===== src/rtl/core_sequencer_if.sv =====
// Control bundle between core_sequencer and the mriscvcore datapath.
// master: the sequencer, which drives enables and strobes.
// slave: the datapath, which returns status and class information.
interface core_sequencer_if;
    logic [2:0] iclass;
    logic       mem_done;
    logic       mem_aligned;
    logic       mult_busy;
    logic       irq_req;
    logic       irq_en;
    logic       mem_en;
    logic       mem_wr;
    logic       mem_fetch;
    logic       dec_en;
    logic       alu_en;
    logic       mult_en;
    logic       util_en;
    logic       rd_we;
    logic       pc_inc;
    logic       pc_load;
    logic [1:0] pc_sel;
    logic       savepc;
    logic       err;
    logic [1:0] err_code;
    logic [2:0] state_o;

    modport master (
        input  iclass, mem_done, mem_aligned, mult_busy, irq_req, irq_en,
        output mem_en, mem_wr, mem_fetch, dec_en, alu_en, mult_en, util_en,
               rd_we, pc_inc, pc_load, pc_sel, savepc, err, err_code, state_o
    );

    modport slave (
        output iclass, mem_done, mem_aligned, mult_busy, irq_req, irq_en,
        input  mem_en, mem_wr, mem_fetch, dec_en, alu_en, mult_en, util_en,
               rd_we, pc_inc, pc_load, pc_sel, savepc, err, err_code, state_o
    );
endinterface


===== src/rtl/core_sequencer.sv =====
// core_sequencer: central control FSM of the mriscvcore datapath.
// Sequences FETCH -> DECODE -> EXEC -> [WAIT] -> WB, starts one execution
// unit per instruction, takes interrupts at WB and traps on faults.
// Every output is registered: the next-state logic also computes the
// outputs belonging to the state being entered, so each strobe is high
// exactly during the cycle its state is current.
// Optional feature: define SEQ_TIMEOUT_EN to build the FETCH/WAIT watchdog.
module core_sequencer #(
    parameter int TIMEOUT = 1024,
    parameter int TO_W    = 16
) (
    input  logic             clk,
    input  logic             rst,
    core_sequencer_if.master bus
);

    typedef enum logic [2:0] {
        st_reset  = 3'd0,
        st_fetch  = 3'd1,
        st_decode = 3'd2,
        st_exec   = 3'd3,
        st_wait   = 3'd4,
        st_wb     = 3'd5,
        st_irq    = 3'd6,
        st_trap   = 3'd7
    } state_t;

    localparam logic [2:0] cls_alu   = 3'd0;
    localparam logic [2:0] cls_load  = 3'd1;
    localparam logic [2:0] cls_store = 3'd2;
    localparam logic [2:0] cls_mult  = 3'd3;
    localparam logic [2:0] cls_util  = 3'd4;
    localparam logic [2:0] cls_iret  = 3'd5;

    if (TIMEOUT >= (1 << TO_W)) begin : g_cfg_check
        $error("core_sequencer: TIMEOUT does not fit in TO_W bits");
    end

    state_t     state_r, state_s;
    logic [2:0] cls_r, cls_s;
    logic       first_r, first_s;
    logic [1:0] code_s;
    logic       timeout_s;

    logic mem_en_r, mem_wr_r, mem_fetch_r, dec_en_r, alu_en_r, mult_en_r;
    logic util_en_r, rd_we_r, pc_inc_r, pc_load_r, savepc_r, err_r;
    logic [1:0] pc_sel_r, err_code_r;
    logic mem_en_s, mem_wr_s, mem_fetch_s, dec_en_s, alu_en_s, mult_en_s;
    logic util_en_s, rd_we_s, pc_inc_s, pc_load_s, savepc_s, err_s;
    logic [1:0] pc_sel_s, err_code_s;

`ifdef SEQ_TIMEOUT_EN
    logic [TO_W-1:0] wd_r;

    // Watchdog: counts cycles spent in FETCH/WAIT, cleared on every state change.
    always_ff @(posedge clk) begin
        if (rst) begin
            wd_r <= {TO_W{1'b0}};
        end else if (state_s != state_r) begin
            wd_r <= {TO_W{1'b0}};
        end else if ((state_r == st_fetch) || (state_r == st_wait)) begin
            wd_r <= wd_r + TO_W'(1);
        end else begin
            wd_r <= {TO_W{1'b0}};
        end
    end

    assign timeout_s = ((state_r == st_fetch) || (state_r == st_wait)) &&
                       (wd_r >= TO_W'(TIMEOUT - 1));
`else
    assign timeout_s = 1'b0;
`endif

    // Next-state decision, then the registered outputs of the state being entered.
    always_comb begin
        state_s     = state_r;
        cls_s       = cls_r;
        code_s      = 2'd0;
        first_s     = 1'b0;
        mem_en_s    = 1'b0;
        mem_wr_s    = 1'b0;
        mem_fetch_s = 1'b0;
        dec_en_s    = 1'b0;
        alu_en_s    = 1'b0;
        mult_en_s   = 1'b0;
        util_en_s   = 1'b0;
        rd_we_s     = 1'b0;
        pc_inc_s    = 1'b0;
        pc_load_s   = 1'b0;
        savepc_s    = 1'b0;
        err_s       = 1'b0;
        pc_sel_s    = 2'd0;
        err_code_s  = err_code_r;

        case (state_r)
            st_reset: state_s = st_fetch;
            st_fetch: begin
                if (bus.mem_done) begin
                    if (bus.mem_aligned) begin
                        state_s = st_decode;
                    end else begin
                        state_s = st_trap;
                        code_s  = 2'd2;
                    end
                end else if (timeout_s) begin
                    state_s = st_trap;
                    code_s  = 2'd3;
                end else begin
                    state_s = st_fetch;
                end
            end
            st_decode: begin
                cls_s = bus.iclass;
                if (bus.iclass > cls_iret) begin
                    state_s = st_trap;
                    code_s  = 2'd1;
                end else begin
                    state_s = st_exec;
                end
            end
            st_exec: begin
                if ((cls_r == cls_load) || (cls_r == cls_store) || (cls_r == cls_mult)) begin
                    state_s = st_wait;
                end else begin
                    state_s = st_wb;
                end
            end
            st_wait: begin
                if (cls_r == cls_mult) begin
                    // busy may not have risen yet on the first WAIT cycle
                    if (!first_r && !bus.mult_busy) begin
                        state_s = st_wb;
                    end else if (timeout_s) begin
                        state_s = st_trap;
                        code_s  = 2'd3;
                    end else begin
                        state_s = st_wait;
                    end
                end else if (bus.mem_done) begin
                    if (bus.mem_aligned) begin
                        state_s = st_wb;
                    end else begin
                        state_s = st_trap;
                        code_s  = 2'd2;
                    end
                end else if (timeout_s) begin
                    state_s = st_trap;
                    code_s  = 2'd3;
                end else begin
                    state_s = st_wait;
                end
            end
            st_wb: begin
                if (bus.irq_req && bus.irq_en) begin
                    state_s = st_irq;
                end else begin
                    state_s = st_fetch;
                end
            end
            st_irq:  state_s = st_fetch;
            st_trap: state_s = st_fetch;
            default: state_s = st_reset;
        endcase

        case (state_s)
            st_fetch: begin
                mem_en_s    = 1'b1;
                mem_fetch_s = 1'b1;
            end
            st_decode: dec_en_s = 1'b1;
            st_exec: begin
                alu_en_s  = (cls_s == cls_alu);
                mult_en_s = (cls_s == cls_mult);
                util_en_s = (cls_s == cls_util);
            end
            st_wait: begin
                first_s  = (state_r == st_exec);
                mem_en_s = (cls_s == cls_load) || (cls_s == cls_store);
                mem_wr_s = (cls_s == cls_store);
            end
            st_wb: begin
                rd_we_s   = (cls_s == cls_alu) || (cls_s == cls_load) ||
                            (cls_s == cls_mult) || (cls_s == cls_util);
                pc_load_s = (cls_s == cls_util) || (cls_s == cls_iret);
                pc_inc_s  = !((cls_s == cls_util) || (cls_s == cls_iret));
            end
            st_irq: begin
                savepc_s  = 1'b1;
                pc_load_s = 1'b1;
                pc_sel_s  = 2'd1;
            end
            st_trap: begin
                err_s      = 1'b1;
                pc_load_s  = 1'b1;
                pc_sel_s   = 2'd2;
                err_code_s = code_s;
            end
            default: begin
                mem_en_s = 1'b0;
            end
        endcase
    end

    // State, latched class and every output register.
    always_ff @(posedge clk) begin
        if (rst) begin
            state_r     <= st_reset;
            cls_r       <= 3'd0;
            first_r     <= 1'b0;
            mem_en_r    <= 1'b0;
            mem_wr_r    <= 1'b0;
            mem_fetch_r <= 1'b0;
            dec_en_r    <= 1'b0;
            alu_en_r    <= 1'b0;
            mult_en_r   <= 1'b0;
            util_en_r   <= 1'b0;
            rd_we_r     <= 1'b0;
            pc_inc_r    <= 1'b0;
            pc_load_r   <= 1'b0;
            savepc_r    <= 1'b0;
            err_r       <= 1'b0;
            pc_sel_r    <= 2'd0;
            err_code_r  <= 2'd0;
        end else begin
            state_r     <= state_s;
            cls_r       <= cls_s;
            first_r     <= first_s;
            mem_en_r    <= mem_en_s;
            mem_wr_r    <= mem_wr_s;
            mem_fetch_r <= mem_fetch_s;
            dec_en_r    <= dec_en_s;
            alu_en_r    <= alu_en_s;
            mult_en_r   <= mult_en_s;
            util_en_r   <= util_en_s;
            rd_we_r     <= rd_we_s;
            pc_inc_r    <= pc_inc_s;
            pc_load_r   <= pc_load_s;
            savepc_r    <= savepc_s;
            err_r       <= err_s;
            pc_sel_r    <= pc_sel_s;
            err_code_r  <= err_code_s;
        end
    end

    assign bus.mem_en    = mem_en_r;
    assign bus.mem_wr    = mem_wr_r;
    assign bus.mem_fetch = mem_fetch_r;
    assign bus.dec_en    = dec_en_r;
    assign bus.alu_en    = alu_en_r;
    assign bus.mult_en   = mult_en_r;
    assign bus.util_en   = util_en_r;
    assign bus.rd_we     = rd_we_r;
    assign bus.pc_inc    = pc_inc_r;
    assign bus.pc_load   = pc_load_r;
    assign bus.pc_sel    = pc_sel_r;
    assign bus.savepc    = savepc_r;
    assign bus.err       = err_r;
    assign bus.err_code  = err_code_r;
    assign bus.state_o   = state_r;

endmodule


===== src/flat_wrapper.sv =====
// flat-port wrapper written by rule: the top's interface ports become plain ports
module core_sequencer_flat 
#(
    parameter int TIMEOUT = 1024,
    parameter int TO_W    = 16
)
  (clk, rst, bus_iclass, bus_mem_done, bus_mem_aligned, bus_mult_busy, bus_irq_req, bus_irq_en, bus_mem_en, bus_mem_wr, bus_mem_fetch, bus_dec_en, bus_alu_en, bus_mult_en, bus_util_en, bus_rd_we, bus_pc_inc, bus_pc_load, bus_pc_sel, bus_savepc, bus_err, bus_err_code, bus_state_o);
  core_sequencer_if bus_i ();
  input  logic clk;
  input  logic rst;
  input wire logic [$bits(bus_i.iclass)-1:0] bus_iclass;
  input wire logic [$bits(bus_i.mem_done)-1:0] bus_mem_done;
  input wire logic [$bits(bus_i.mem_aligned)-1:0] bus_mem_aligned;
  input wire logic [$bits(bus_i.mult_busy)-1:0] bus_mult_busy;
  input wire logic [$bits(bus_i.irq_req)-1:0] bus_irq_req;
  input wire logic [$bits(bus_i.irq_en)-1:0] bus_irq_en;
  output wire logic [$bits(bus_i.mem_en)-1:0] bus_mem_en;
  output wire logic [$bits(bus_i.mem_wr)-1:0] bus_mem_wr;
  output wire logic [$bits(bus_i.mem_fetch)-1:0] bus_mem_fetch;
  output wire logic [$bits(bus_i.dec_en)-1:0] bus_dec_en;
  output wire logic [$bits(bus_i.alu_en)-1:0] bus_alu_en;
  output wire logic [$bits(bus_i.mult_en)-1:0] bus_mult_en;
  output wire logic [$bits(bus_i.util_en)-1:0] bus_util_en;
  output wire logic [$bits(bus_i.rd_we)-1:0] bus_rd_we;
  output wire logic [$bits(bus_i.pc_inc)-1:0] bus_pc_inc;
  output wire logic [$bits(bus_i.pc_load)-1:0] bus_pc_load;
  output wire logic [$bits(bus_i.pc_sel)-1:0] bus_pc_sel;
  output wire logic [$bits(bus_i.savepc)-1:0] bus_savepc;
  output wire logic [$bits(bus_i.err)-1:0] bus_err;
  output wire logic [$bits(bus_i.err_code)-1:0] bus_err_code;
  output wire logic [$bits(bus_i.state_o)-1:0] bus_state_o;
  assign bus_i.iclass = bus_iclass;
  assign bus_i.mem_done = bus_mem_done;
  assign bus_i.mem_aligned = bus_mem_aligned;
  assign bus_i.mult_busy = bus_mult_busy;
  assign bus_i.irq_req = bus_irq_req;
  assign bus_i.irq_en = bus_irq_en;
  assign bus_mem_en = bus_i.mem_en;
  assign bus_mem_wr = bus_i.mem_wr;
  assign bus_mem_fetch = bus_i.mem_fetch;
  assign bus_dec_en = bus_i.dec_en;
  assign bus_alu_en = bus_i.alu_en;
  assign bus_mult_en = bus_i.mult_en;
  assign bus_util_en = bus_i.util_en;
  assign bus_rd_we = bus_i.rd_we;
  assign bus_pc_inc = bus_i.pc_inc;
  assign bus_pc_load = bus_i.pc_load;
  assign bus_pc_sel = bus_i.pc_sel;
  assign bus_savepc = bus_i.savepc;
  assign bus_err = bus_i.err;
  assign bus_err_code = bus_i.err_code;
  assign bus_state_o = bus_i.state_o;
  core_sequencer #(.TIMEOUT(TIMEOUT), .TO_W(TO_W)) u_core (.clk(clk), .rst(rst), .bus(bus_i));
endmodule

===== config.mk =====
export PLATFORM = sky130hd
export DESIGN_NAME = core_sequencer_flat
export DESIGN_NICKNAME = d
export VERILOG_FILES = /design/src/rtl/core_sequencer_if.sv /design/src/rtl/core_sequencer.sv /design/src/flat_wrapper.sv
export SDC_FILE = /design/constraint.sdc
export NUM_CORES = 1
export LEC_CHECK = 0
export CELL_PAD_IN_SITES_DETAIL_PLACEMENT = 0
export CELL_PAD_IN_SITES_GLOBAL_PLACEMENT = 1
export CORE_MARGIN = 4
export CORE_UTILIZATION = 40
export CTS_BUF_LIST = sky130_fd_sc_hd__clkbuf_8
export DETAILED_ROUTE_END_ITERATION = 10
export HOLD_SLACK_MARGIN = 0.08
export PLACE_DENSITY = 0.84
export SLEW_MARGIN = 5
export SYNTH_ARGS = -nofsm -noshare
export SYNTH_HDL_FRONTEND = slang
export SYNTH_SLANG_ARGS = --single-unit
export TNS_END_PERCENT = 20

===== constraint.sdc =====
create_clock -name clk -period 3.27 [get_ports clk]
set_input_delay 0.4905 -clock clk [delete_from_list [all_inputs] [get_ports clk]]
set_output_delay 0.4905 -clock clk [all_outputs]
set_load 0.01 [all_outputs]

==> results of run 1 <==
==> synth_stat cells (2+ instances only) <==
cell / number
dfxtp_1: 22
xnor2_1: 2
or3_1: 2
a211oi_1: 3
mux2i_1: 4
nor3b_1: 3
nand3_1: 5
nor2_1: 15
o21ai_0: 2
and3_2: 2
nor2b_1: 2
nor3_1: 4
a21oi_1: 6
nand2b_1: 5
inv_1: 4
buf_6: 4
==> path summary, 6_finish.rpt <==
kind	start	end	slack, ns	cells past startpoint
hold reg to reg	u_core.bus.err_code[1]$_SDFFE_PP0P_	u_core.bus.err_code[1]$_SDFFE_PP0P_	0.46	2
hold / removal	u_core.bus.err_code[1]$_SDFFE_PP0P_	u_core.bus.err_code[1]$_SDFFE_PP0P_	0.46	2
setup / recovery	bus_mem_done	u_core.bus.mult_en$_SDFF_PP0_	1.16	6
setup reg to reg	u_core.bus.state_o[1]$_SDFF_PP0_	u_core.bus.pc_load$_SDFF_PP0_	1.30	5
==> worst max-delay path: stages <==
cell and delay (ns):
clkdlybuf4s50_1 0.52, or2b_4 0.31, nor4_1 0.27, a211o_2 0.26, o211ai_2 0.15, nor4b_2 0.29
==> area by class of cell <==
class / count / share of cell area (%)
multi-input cells: 76 / 39.82
flip-flops and latches: 22 / 32.00
well taps: 30 / 2.727
clock buffers: 4 / 4.000
inverters: 4 / 1.091
repair buffers: 28 / 20.36
==> power by group through the flow <==
stage	clock network (mW)	registers [mW]	logic [mW]
global route	0.209	0.313	0.190
CTS	0.199	0.309	0.171
finish	0.194	0.309	0.170
detailed placement	0	0.316	0.170
floorplan	0	0.313	0.113
global placement	0	0.315	0.168
==> metrics by stage <==
stage,worst slack (ns),power [mW],hold WS (ns)
global route,1.030,0.7117,0.4965
detailed placement,0.9024,0.4860,0.4518
global placement,0.9847,0.4830,0.4528
CTS,1.169,0.6790,0.4646
finish,1.161,0.6732,0.4608
floorplan,1.559,0.4258,0.4725
==> metal layers <==
metal,vias to the layer above,GRT usage [%],wire length (um)
met5,-,0,0
met4,0,2.913,27
met3,4,4.575,129
met2,20,25.74,1121
met1,405,18.12,1015
li1,433,-,-
==> cell families after synthesis <==
group,count (synthesis)
flops,22
simple gates,51
compound gates,19
buf+inv,9
mux,4
xor+xnor,2
==> out/results.txt, run 1 <==
# setup viols final -> 0
DRC -> 0
Mux contribution to synthesized area -> 3.791%
Multi-input gate area -> 548.0 um2
Yosys top cell by area -> dfxtp_1
Skew-Pair Late Insertion Delay -> 0.26 ns
Initial antenna violation count -> 0
HPWL Detailed -> 1769 um
Core ar. -> 0.002500 mm2
Port bufs -> 28
Library cells used by synthesis -> 38
Final Util -> 55.06%
PwrDens -> 489.2 mW/mm2
Crit path kind -> input port to flop
TritonCTS buffer count -> 3
Peak Freq -> 0.4742 GHz
Vias in the first global route -> 889
Post-synthesis compound-gate area fraction -> 14.81%
GPL Wtd Cong -> 0.7673
Std cell rows -> 18
Status -> complete, no violations
Routed len/inst -> 13.99 um
Area Overhead vs Synth -> 30.33%
Largest family of logic cells by synthesized area -> simple AND/OR/NAND/NOR gates
Post-cts hold buffer count -> 0
Internal power -> 0.4827 mW
Crit start category -> input port
Yosys Warn Count -> 0
Most common flop cell mapped by yosys -> dfxtp_1
Avg Inst Size Synth -> 9.869 um2
Worst IR Drop VDD -> 0.0003439 V
H-tree depth -> 1
Unrepaired setup endpoints after global routing -> false
Most frequent cells in the layout -> 28 x clkdlybuf4s50_1, 22 x dfxtp_1, 15 x nor2_1
Global-route wire length before repair -> 4036 um
Simple-Gate Fraction of Synth Area -> 31.64%
Post_cts resized -> 0
Sequential power share -> 45.9%
Post-CTS setup buffer count -> 0
Fillers -> 245
Post-synth EDFFs -> 0
Longest Clk Path Bufs -> 2
Req. time, crit path -> 3.44 ns
Post-Route WL -> 2294 um
Number of max-cap violations -> 0
Share of layout cells above drive strength 1 -> 14.18%
Non-filler cells, final -> 164
Chip Height -> 59.38 um
Register area -> 440.4 um2
P_sw -> 0.1906 mW
Adder and majority gate portion of the synthesized area -> 0%
Die X -> 59.38 um
Synth top area share -> 41.71%
CTS root buf -> clkbuf_8
Combinational Power Share -> 25.2%
Crit end category -> flop
Violation count after the first detailed-route iteration -> 15
Max-slew violation total from the final report -> 0
Via density -> 5.256
Worst-margin pin slew -> 0.5482 ns
FF+latch count, synth -> 22
Static Leak -> 0.5003 nW
Commonest non-fill, non-tap cell in the layout -> clkdlybuf4s50_1
Cell area after layout -> 0.001376 mm2
Vias -> 862
Mapped cell area -> 0.001056 mm2
Post-synth ARST share -> 0%
Largest net degree at the start of global routing -> 14
Starting density of the core -> 42.24%
TritonCTS clock tree -> yes
N_diodes -> 0
Register area share after synthesis -> 41.71%
Synth area leaders -> dfxtp_1 42%, nor2_1 5.3%, buf_6 4.3%, mux2i_1 3.8%, nand2b_1 3.0%
Clock skew -> 0.003521 ns
Placed inst area -> 0.001321 mm2
Clock Power Share -> 28.9%
IO Count -> 29
Nets@finish -> 145
Hold Crit Class -> flop to flop
Post-Syn Instances -> 107
Switching Fraction -> 28.31%
CP Max Fanout -> 8
Grt total ovfl -> 0
Crit path DAT -> 2.28 ns
Slew margin rel. -> 63.23%
Xor/xnor cell area share of the yosys netlist -> 1.659%
Syn nets -> 117
Final ANT Viol Nets -> 0
Dpl cells -> 160
Final period util -> 64.50%
CTS Sinks -> 22
DR pass1 iterations -> 4
All-Layer GR Usage -> 14.88%
Tmin final -> 2.109 ns
Setup TNS -> 0 ns
Die area -> 0.003526 mm2
Final Hold Fails -> 0
Reg clk slew, reported paths -> 0.08 ns
No activity file was read; power rests on OpenSTA's default activity.
==> run 2, diff against run 1 <==
--- a/config.mk
+++ b/config.mk
@@ -8,11 +8,11 @@
 export CELL_PAD_IN_SITES_DETAIL_PLACEMENT = 0
 export CELL_PAD_IN_SITES_GLOBAL_PLACEMENT = 1
 export CORE_MARGIN = 4
-export CORE_UTILIZATION = 40
+export CORE_UTILIZATION = 37
 export CTS_BUF_LIST = sky130_fd_sc_hd__clkbuf_8
 export DETAILED_ROUTE_END_ITERATION = 10
 export HOLD_SLACK_MARGIN = 0.08
-export PLACE_DENSITY = 0.84
+export PLACE_DENSITY = 0.78
 export SLEW_MARGIN = 5
 export SYNTH_ARGS = -nofsm -noshare
 export SYNTH_HDL_FRONTEND = slang
==> constraint.sdc (replaced) <==
create_clock -name clk -period 2.17 [get_ports clk]
set_input_delay 0.3255 -clock clk [delete_from_list [all_inputs] [get_ports clk]]
set_output_delay 0.3255 -clock clk [all_outputs]
set_load 0.01 [all_outputs]
==> out/results.txt, run 2 (synthesized netlist as in run 1, its figures left out) <==
DR pass1 iterations -> 5
N_diodes -> 0
Post-Route WL -> 2529 um
Dpl cells -> 169
CP cell instances -> and2b_2 -> a21boi_4 -> nor4_2 -> o211ai_2 -> nor4b_2
Vias -> 909
Req. time, crit path -> 2.34 ns
HPWL Detailed -> 2014 um
Fillers -> 260
Share of layout cells above drive strength 1 -> 19.01%
Skew-Pair Late Insertion Delay -> 0.26 ns
Slew margin rel. -> 63.40%
Post-CTS setup buffer count -> 0
CTS root buf -> clkbuf_8
Post_cts resized -> 0
Unrepaired setup endpoints after global routing -> false
# setup viols final -> 0
WP buf/inv -> 0
TritonCTS buffer count -> 3
Post-cts hold buffer count -> 0
Std cell rows -> 19
Max-slew violation total from the final report -> 0
Final period util -> 89.87%
Violation count after the first detailed-route iteration -> 30
GPL Wtd Cong -> 0.8279
IO Count -> 29
Crit start category -> flop
Global-route wire length before repair -> 4002 um
Number of max-cap violations -> 0
Non-filler cells, final -> 173
Core ar. -> 0.002734 mm2
Longest Clk Path Bufs -> 2
Routed len/inst -> 14.62 um
Vias in the first global route -> 910
Static Leak -> 0.5450 nW
Initial antenna violation count -> 0
Final ANT Viol Nets -> 0
Hold Crit Class -> flop to flop
All-Layer GR Usage -> 14.74%
Peak Freq -> 0.5128 GHz
Port bufs -> 28
Status -> complete, no violations
Die X -> 61.43 um
Final Hold Fails -> 0
Grt total ovfl -> 0
PwrDens -> 776.0 mW/mm2
Chip Height -> 61.43 um
Critical path's largest stage delay -> 0.57 ns
Crit path kind -> flop to flop
Cell family with most CP delay -> simple AND/OR/NAND/NOR gates
Setup TNS -> 0 ns
Reg clk slew, reported paths -> 0.08 ns
Worst-margin pin slew -> 0.5457 ns
Commonest non-fill, non-tap cell in the layout -> clkdlybuf4s50_1
Crit path DAT -> 2.12 ns
Nets@finish -> 153
CTS Sinks -> 22
Crit end category -> flop
Crit-path slowest cell -> dfxtp_1
Area Overhead vs Synth -> 37.68%
Tmin final -> 1.950 ns
Starting density of the core -> 38.63%
H-tree depth -> 1
Die area -> 0.003773 mm2
Largest net degree at the start of global routing -> 14
TritonCTS clock tree -> yes
Clock skew -> 0.001542 ns
Via density -> 5.254
Most frequent cells in the layout -> 28 x clkdlybuf4s50_1, 22 x dfxtp_1, 15 x nor2_1
CP Max Fanout -> 10
DRC -> 0
Worst IR Drop VDD -> 0.0006113 V
-- run 2: metrics by stage --
| stage | utilization [%] | power [mW] | area [um2] | setup slack, ns | hold WS, ns |
|---|---|---|---|---|---|
| 2_1_floorplan | - | 0.6417 | 1056 | 0.4594 | 0.4725 |
| 3_3_place_gp | 50.57 | 0.7536 | 1383 | 0.1223 | 0.4453 |
| 3_5_place_dp | 50.57 | 0.7577 | 1383 | 0.02705 | 0.4512 |
| 4_1_cts | 53.18 | 1.138 | 1454 | 0.2177 | 0.4646 |
| 5_1_grt | 53.18 | 1.185 | 1454 | 0.1430 | 0.4739 |
| 6_report | 53.18 | 1.128 | 1454 | 0.2198 | 0.4559 |
-- run 2: power breakdown --
group          total, mW  switching (mW)  internal, mW
clock              0.382           0.135         0.246
combinational      0.290           0.139         0.151
sequential         0.457          0.0232         0.433
total               1.13           0.297         0.831
-- run 2: area by class of cell --
| type | instances | area [um2] | share of cell area [%] |
|---|---|---|---|
| inverters | 4 | 15.01 | 1.033 |
| clock inverters | 1 | 30.03 | 2.065 |
| repair buffers | 36 | 340.3 | 23.41 |
| multi-input cells | 76 | 548.0 | 37.69 |
| well taps | 31 | 38.79 | 2.668 |
| clock buffers | 3 | 41.29 | 2.840 |
| flip-flops and latches | 22 | 440.4 | 30.29 |
-- run 2: path summary, 6_finish.rpt --
check	slack (ns)	to	start	cells after the start
worst min-delay path	0.46	u_core.bus.err_code[0]$_SDFFE_PP0P_	u_core.bus.err_code[0]$_SDFFE_PP0P_	2
worst max-delay path	0.22	u_core.bus.mult_en$_SDFF_PP0_	u_core.bus.state_o[2]$_SDFF_PP0_	5
worst min register to register	0.46	u_core.bus.err_code[0]$_SDFFE_PP0P_	u_core.bus.err_code[0]$_SDFFE_PP0P_	2
worst max register to register	0.22	u_core.bus.mult_en$_SDFF_PP0_	u_core.bus.state_o[2]$_SDFF_PP0_	5
-- run 2: layer usage --
layer	track usage [%]	part of all wire, %	vias to the layer above	routed length (um)
met5	0	0	-	0
met4	7.879	2.1	0	54
met3	5.660	7.6	7	191
met2	23.11	47	29	1191
met1	17.39	43	426	1091
li1	-	-	447	-
-- run 2: worst register-to-register path: cells and delay by family (launching register included) --
kind               cells  cell delay (ns)
AOI/OAI and AO/OA      2             0.33
DFF                    1             0.57
and+or+nand+nor        3             0.94
==> run 3, diff against run 2 <==
--- a/config.mk
+++ b/config.mk
@@ -12,7 +12,7 @@
 export CTS_BUF_LIST = sky130_fd_sc_hd__clkbuf_8
 export DETAILED_ROUTE_END_ITERATION = 10
 export HOLD_SLACK_MARGIN = 0.08
-export PLACE_DENSITY = 0.78
+export PLACE_DENSITY = 0.82
 export SLEW_MARGIN = 5
 export SYNTH_ARGS = -nofsm -noshare
 export SYNTH_HDL_FRONTEND = slang
==> out/results.txt, run 3 (synthesized netlist as in run 1, its figures left out) <==
Most frequent cells in the layout -> 28 x clkdlybuf4s50_1, 22 x dfxtp_1, 15 x nor2_1
CP cell instances -> and2b_2 -> a21boi_4 -> o31a_4 -> nor3b_2 -> and3_2
Req. time, crit path -> 2.33 ns
Reg2reg path depth -> 5
IO Count -> 29
Longest Clk Path Bufs -> 2
Hold Crit Class -> flop to flop
Worst hold stages -> 2
Pre-CTS WS -> 0.02040 ns
Clock skew -> 0.002272 ns
Crit end category -> flop
Worst IR Drop VDD -> 0.0006995 V
Static Leak -> 0.5241 nW
Die area -> 0.003773 mm2
Tmin final -> 1.892 ns
Share of layout cells above drive strength 1 -> 17.27%
Worst-margin pin slew -> 0.5534 ns
Origin of the critical flop-to-flop path -> u_core.bus.state_o[2]$_SDFF_PP0_
HPWL Detailed -> 1878 um
Post-CTS setup buffer count -> 0
Nets@finish -> 150
Routed len/inst -> 13.86 um
Setup TNS -> 0 ns
Initial antenna violation count -> 0
Worst Setup EP -> u_core.first_r$_SDFF_PP0_
# setup viols final -> 0
Vias -> 883
Critical path's largest stage delay -> 0.58 ns
R2r setup slk -> 0.28 ns
Std cell rows -> 19
WP buf/inv -> 0
Commonest non-fill, non-tap cell in the layout -> clkdlybuf4s50_1
Status -> complete, no violations
DR pass1 iterations -> 4
Post-cts hold buffer count -> 0
Critical path depth in cells -> 5
Post_cts resized -> 0
Fillers -> 255
Crit path DAT -> 2.05 ns
CP Max Fanout -> 10
Cell family with most CP delay -> simple AND/OR/NAND/NOR gates
Grt total ovfl -> 0
Violation count after the first detailed-route iteration -> 10
Die X -> 61.43 um
Final worst slack -> 0.2776 ns
Final Hold Fails -> 0
Critical Path Start -> u_core.bus.state_o[2]$_SDFF_PP0_
All-Layer GR Usage -> 13.23%
N_diodes -> 0
H-tree depth -> 1
TritonCTS clock tree -> yes
Final ANT Viol Nets -> 0
Peak Freq -> 0.5284 GHz
Reg clk slew, reported paths -> 0.08 ns
DRC -> 0
Via density -> 5.194
TritonCTS buffer count -> 3
Slew margin rel. -> 62.88%
Crit path kind -> flop to flop
Unrepaired setup endpoints after global routing -> false
Core ar. -> 0.002734 mm2
Post-Route WL -> 2357 um
Global-route wire length before repair -> 3719 um
Crit-path slowest cell -> dfxtp_1
Starting density of the core -> 38.63%
Skew-Pair Late Insertion Delay -> 0.26 ns
Chip Height -> 61.43 um
GPL Wtd Cong -> 0.8100
Final period util -> 87.21%
Final Util -> 51.76%
CTS Sinks -> 22
Pwr Total -> 1.029 mW
Largest net degree at the start of global routing -> 14
Number of max-cap violations -> 0
Reg2reg end -> u_core.first_r$_SDFF_PP0_
PwrDens -> 726.8 mW/mm2
Max-slew violation total from the final report -> 0
Area Overhead vs Synth -> 34.00%
Port bufs -> 28
CTS root buf -> clkbuf_8
Vias in the first global route -> 871
Crit start category -> flop
[run 3: cell types whose count changed in the layout (fill, tap and decap cells not counted)]
cell       previous run  this run
bufinv_16             1         0
buf_4                 8         5
clkbuf_8              3         4
[run 3: worst min path at each step]
stage	from	slack [ns]	to
after global routing	u_core.bus.err_code[0]$_SDFFE_PP0P_	0.50	u_core.bus.err_code[0]$_SDFFE_PP0P_
after global placement	u_core.bus.err_code[1]$_SDFFE_PP0P_	0.45	u_core.bus.err_code[1]$_SDFFE_PP0P_
after floorplan	u_core.bus.err_code[0]$_SDFFE_PP0P_	0.47	u_core.bus.err_code[0]$_SDFFE_PP0P_
after detailed placement	u_core.bus.err_code[1]$_SDFFE_PP0P_	0.45	u_core.bus.err_code[1]$_SDFFE_PP0P_
after CTS	u_core.bus.err_code[1]$_SDFFE_PP0P_	0.47	u_core.bus.err_code[1]$_SDFFE_PP0P_
final	u_core.bus.err_code[1]$_SDFFE_PP0P_	0.46	u_core.bus.err_code[1]$_SDFFE_PP0P_
[run 3: metrics by stage]
stage	std cells	hold slack, ns	area (um2)
global placement	166	0.4528	1360
floorplan	107	0.4725	1056
finish	170	0.4605	1415
CTS	170	0.4659	1415
global route	170	0.4956	1415
detailed placement	166	0.4547	1360
[run 3: cell type report]
| class | instances | area [um2] | area share (%) |
|---|---|---|---|
| multi-input cells | 76 | 548.0 | 38.73 |
| flip-flops and latches | 22 | 440.4 | 31.12 |
| well taps | 31 | 38.79 | 2.741 |
| repair buffers | 33 | 317.8 | 22.46 |
| clock buffers | 4 | 55.05 | 3.890 |
| inverters | 4 | 15.01 | 1.061 |
[run 3: worst min-delay path, cell delays in order, from the launching register on]
cell,delay (ns)
dfxtp_1,0.32
inv_1,0.05
a211oi_1,0.05
[run 3: metal layers]
metal	share of wire [%]	vias up	GRT usage, %	routed length [um]
li1	-	444	-	-
met3	5.5	2	4.612	130
met4	0.25	0	1.818	6
met5	0	-	0	0
met2	47	19	23.41	1116
met1	47	418	15.86	1103
[run 3: where the power goes]
group          switching, mW  internal (mW)
Combinational          0.131          0.145
Clock                  0.129          0.162
Sequential            0.0291          0.433
